**src/rtl/tcb_img_pkg.sv**
```systemverilog
// rtl/tcb_img_pkg.sv - shared frame geometry for the tcb classifier path
package tcb_img_pkg;
  localparam int PIX_W = 8;
  localparam int N_PIX = 121;
  localparam int IMG_W = PIX_W * N_PIX;
  localparam int CNT_W = $clog2(N_PIX);
endpackage

```
**src/rtl/tcb_frame_buf.sv**
```systemverilog
// rtl/tcb_frame_buf.sv - one frame register with a byte-indexed write port
module tcb_frame_buf
  import tcb_img_pkg::*;
(
  input  logic             clk,
  input  logic             rst,
  input  logic             we,
  input  logic [CNT_W-1:0] idx,
  input  logic [PIX_W-1:0] din,
  output logic [IMG_W-1:0] dout
);

  logic [IMG_W-1:0] data;

  // Pixel 0 lands in the most significant byte
  always_ff @(posedge clk) begin
    if (!rst) begin
      data <= '0;
    end else if (we) begin
      for (int k = 0; k < N_PIX; k++) begin
        if (idx == CNT_W'(k)) data[IMG_W-1-PIX_W*k -: PIX_W] <= din;
      end
    end
  end

  assign dout = data;

endmodule

```
**src/rtl/tcb_img_deserializer.sv**
```systemverilog
// rtl/tcb_img_deserializer.sv - serial pixel stream to ping-pong 11x11 frames
module tcb_img_deserializer
  import tcb_img_pkg::*;
(
  input  logic             clk,
  input  logic             rst,
  input  logic [PIX_W-1:0] pix_in,
  input  logic             pix_valid,
  input  logic             pix_sof,
  output logic             pix_ready,
  output logic [IMG_W-1:0] img_source,
  output logic             valid_top,
  input  logic             ready_top,
  output logic [7:0]       drop_cnt
);

  logic             wr;
  logic             rd;
  logic [1:0]       full;
  logic [1:0]       full_nxt;
  logic [CNT_W-1:0] cnt;
  logic [CNT_W-1:0] idx;
  logic             accept;
  logic             resync;
  logic             complete;
  logic             rel_top;
  logic [IMG_W-1:0] dout0;
  logic [IMG_W-1:0] dout1;

  assign pix_ready = !full[wr];
  assign accept    = pix_valid && pix_ready;
  // A start-of-frame mid-frame restarts the fill at pixel 0
  assign resync    = accept && pix_sof && (cnt != '0);
  assign idx       = resync ? '0 : cnt;
  assign complete  = accept && (idx == CNT_W'(N_PIX - 1));
  assign valid_top = full[rd];
  assign rel_top   = valid_top && ready_top;

  tcb_frame_buf u_buf0 (
    .clk  (clk),
    .rst  (rst),
    .we   (accept && !wr),
    .idx  (idx),
    .din  (pix_in),
    .dout (dout0)
  );

  tcb_frame_buf u_buf1 (
    .clk  (clk),
    .rst  (rst),
    .we   (accept && wr),
    .idx  (idx),
    .din  (pix_in),
    .dout (dout1)
  );

  assign img_source = rd ? dout1 : dout0;

  // Completion requires full[wr]=0 and release requires full[rd]=1, so both hit different buffers
  always_comb begin
    full_nxt = full;
    if (rel_top)  full_nxt[rd] = 1'b0;
    if (complete) full_nxt[wr] = 1'b1;
  end

  always_ff @(posedge clk) begin
    if (!rst) begin
      wr       <= 1'b0;
      rd       <= 1'b0;
      full     <= 2'b00;
      cnt      <= '0;
      drop_cnt <= 8'd0;
    end else begin
      full <= full_nxt;
      if (complete) wr <= ~wr;
      if (rel_top)  rd <= ~rd;
      if (accept)   cnt <= complete ? '0 : idx + 1'b1;
      if (resync && drop_cnt != 8'hFF) drop_cnt <= drop_cnt + 8'd1;
    end
  end

endmodule

```
**config.mk**
```make
export PLATFORM = sky130hd
export DESIGN_NAME = tcb_img_deserializer
export DESIGN_NICKNAME = d
export VERILOG_FILES = /design/src/rtl/tcb_img_pkg.sv /design/src/rtl/tcb_frame_buf.sv /design/src/rtl/tcb_img_deserializer.sv
export SDC_FILE = /design/constraint.sdc
export NUM_CORES = 2
export LEC_CHECK = 0
export CAP_MARGIN = 15
export CORE_ASPECT_RATIO = 0.7
export CORE_MARGIN = 2
export CORE_UTILIZATION = 27
export CTS_BUF_LIST = sky130_fd_sc_hd__clkbuf_8
export DETAILED_ROUTE_END_ITERATION = 8
export PLACE_DENSITY = 0.45
export SETUP_SLACK_MARGIN = 0.4
export SYNTH_ARGS = -nofsm -noshare
export SYNTH_HDL_FRONTEND = slang
export SYNTH_SLANG_ARGS = --single-unit
```
**constraint.sdc**
```tcl
create_clock -name clk -period 6 [get_ports clk]
set_input_delay 0.6 -clock clk [delete_from_list [all_inputs] [get_ports clk]]
set_output_delay 0.6 -clock clk [all_outputs]
set_load 0.02 [all_outputs]
```
==> flow_summary.toml <==
[status]
status = "finished clean"

[synthesis]
ys_seq_area_frac = 0.489
syn_avg_cell_area_um2 = 9.50
synthArstFlopShare = 0
synth-compound-area-share = 0.0798
synth_cell_type_count = 63
synth_area_um2 = 80100
synth-edff-count = 0
synth_xor_area_frac = 0
synth_mux_area_frac = 0.227
synth-simple-area-share = 0.163
ys_warn_count = 0
synth-main-ff-cell = "dfxtp_1"
syn_inst = 8428
synth_top_family_by_area = "multiplexers"
syn_nets = 8442
synthAdderAreaFrac = 0.000156
ys_ff_latch = 1955

[route]
viasPerCell = 4.89
drc = 0
vias = 65200
antenna_left = 0
wirelength_um = 352000
drt_iter0_markers = 4679
drt-pass1-iter-count = 6
wire_per_inst_um = 26.4

[placement]
portBuffers = 990
place.gp.congestion = 0.795
dpl.hpwl_um = 222000

[global_route]
grt_overflow_total = 0
antenna_found_initial = 20
grt_max_degree = 202
gr-usage-all-layers = 0.224
grt_pass1_wl_um = 488000
grt_pass1_vias = 62800

[pwr]
leakage_nw = 38.9
p_switching_mw = 6.68
p_int_mw = 19.9
swShare = 0.251
p_per_area_nw_per_um2 = 265
clkPwrFrac = 0.476
ir_worst_vdd_mv = 0.131
pwr-share-comb = 0.034
p_seq_frac = 0.489

[worst_hold_path]
holdPathStages = 3
hold-path-endpoint = "u_buf1.dout[313]$_SDFFE_PN0P_"
hold_path_class = "input pin to register"
worstHoldStart = "rst"

[worst_setup_path]
critical_path.max_stage_delay_ns = 1.10
crit_path_max_fanout = 44
crit_arrival_ns = 3.94
worstPathRequired_ns = 5.40
r2r-end = "u_buf1.dout[691]$_SDFFE_PN0P_"
cp_cell_sequence = "buf_4, mux2_2, clkdlybuf4s50_1"
reg2reg_slack_ns = 2.37
crit_family = "buffers and inverters"
worst_setup_path_start_kind = "register"
crit_buf_inv = 2
cp-startpoint = "rd$_SDFFE_PN0P_"
r2r-start = "wr$_SDFFE_PN0P_"
critPathKind = "register to primary output"
crit_path_end_kind = "primary output"
reg2reg_depth = 5
crit_slowest_cell = "dfxtp_4"

[cts]
cts_sinks = 1955
cts_max_level = 5
insertion_delay_ns = 0.97
root_buffer = "clkbuf_8"
cts_tree = "built"
cts_resized = 0
cts_buffer_depth = 4
cts_buffers = 343
clk_pin_slew_ns = 0.07

[timing]
max_freq_mhz = 220
rsz0062_at_grt = "false"
final_max_slew_viol_count = 0
slew_headroom = 0.213
finalCriticalPeriod_ns = 4.54
period_share = 0.757
tightest_slew_ns = 1.17
fin_setup_tns_ns = 0
finalHoldViolCount = 0
setup_viol = 0
finalClockSkew_ns = 0.0751

[floorplan]
initial_utilization = 0.271
die_w_um = 655
dieArea_um2 = 301000
ios = 991
die_h_um = 460
fp-row-count = 167
core_um2 = 295000

[layout]
seq_area_um2 = 39200
fill_cells = 29800
multi_input_area_um2 = 38000
fin_nets = 9113
drive_gt1_frac = 0.191
fin_util = 0.339
area_growth_pct = 25.0

[run]
maxCapViolations = 0
[cell usage in the layout (no fill, tap or decap), types with 109 or more instances in the layout]
cell | synthesis | layout
buf_4 | 13 | 109
clkbuf_8 | 0 | 429
clkdlybuf4s50_1 | 0 | 980
dfxtp_1 | 1955 | 1948
inv_1 | 5 | 115
mux2_2 | 970 | 970
mux2i_1 | 729 | 729
nand2_1 | 1077 | 1069
nand3_1 | 831 | 831
nor2_1 | 520 | 518
o21ai_0 | 1177 | 1177
[through the flow]
| stage | hold WS [ns] | worst slack, ns | std cells | area [µm²] | power, mW |
|---|---|---|---|---|---|
| 6_report | 0.239 | 1.46 | 13300 | 100000 | 26.6 |
| 5_1_grt | 0.166 | 1.26 | 13300 | 100000 | 27.5 |
| 4_1_cts | 0.0991 | 1.25 | 13300 | 100000 | 27.0 |
| 3_5_place_dp | 0.437 | 1.81 | 12700 | 93300 | 14.2 |
| 3_3_place_gp | 0.433 | 1.84 | 12700 | 93200 | 14.2 |
| 2_1_floorplan | 0.425 | 3.78 | 8428 | 80100 | 13.7 |
[registers in the layout, summed over array words and instances, names as in the netlist]
| signal | flops |
|---|---|
| rd | 1 |
| full | 2 |
| drop_cnt | 8 |
| u_buf0.dout | 968 |
| cnt | 7 |
| wr | 1 |
| u_buf1.dout | 968 |
[worst register-to-register path, stage by stage, from the launching register on]
cell       delay (ns)
dfxtp_1          0.89
and4bb_4         1.02
buf_4            0.52
o2111ai_1        0.62
nand3_1          0.27
o21ai_0          0.11
[cell families after synthesis]
kind of cell | after synthesis
simple gates | 2726
flops | 1955
mux | 1699
compound gates | 1252
buf+inv | 795
fa+ha+maj | 1
[how the worst max path moves through the flow]
stage / endpoint / slack [ns] / cells past startpoint
after detailed placement: u_buf0.dout[158]$_SDFFE_PN0P_ / 1.81 / 6
final: img_source[80] / 1.46 / 3
after global placement: u_buf0.dout[158]$_SDFFE_PN0P_ / 1.84 / 6
after CTS: img_source[432] / 1.25 / 3
after floorplan: img_source[902] / 3.78 / 4
after global routing: img_source[80] / 1.26 / 3
[timing repair]
action,4_1_cts,5_1_grt
hold buffers,1,0
buffers inserted,0,0
hold endpoints to repair,1,0
[power by group through the flow]
stage          registers [mW]  logic (mW)  clock network [mW]
6_report                 13.0       0.913                12.7
5_1_grt                  13.0       0.942                13.6
4_1_cts                  13.0       0.927                13.0
3_5_place_dp             13.3       0.927                   0
3_3_place_gp             13.3       0.921                   0
2_1_floorplan            13.3       0.422                   0
[metal layers]
metal  track usage  wire length, µm  up-vias
met5             0                0        -
met4        0.0736            12200        0
met3        0.0322            17400      468
met2         0.357           159000     1903
met1         0.309           163000    32200
li1              -                -    30600
[final cells by class]
type / instances / share of cell area
well taps: 3971 / 0.0496
inverters: 6 / 0.000300
multi-input cells: 5678 / 0.380
clock buffers: 429 / 0.0589
diodes: 6 / 0.000150
repair buffers: 1115 / 0.111
flip-flops and latches: 1955 / 0.391
clock inverters: 158 / 0.00958
[synth_stat cells (7+ instances only)]
cell type,count,area share
dfxtp_1,1955,0.49
buf_6,15,0.0021
and2_1,11,0.00086
nand2b_1,7,0.00055
o21ai_2,16,0.0017
nand2_1,1077,0.050
nand3_1,831,0.052
nand3_2,28,0.0035
nor4_4,18,0.0048
nand4_1,77,0.0060
nand2_2,15,0.0012
buf_1,66,0.0031
nor4_2,17,0.0027
o21ai_0,1177,0.074
clkbuf_1,585,0.027
nor3_4,14,0.0028
buf_4,13,0.0012
a21oi_1,16,0.0010
mux2i_1,729,0.091
nor2_1,520,0.024
or4_1,9,0.00084
buf_2,109,0.0068
mux2_2,970,0.14
nor2b_1,10,0.00078
o21ai_1,22,0.0014
nor3_2,23,0.0029
No activity file was read; power rests on OpenSTA's default activity.
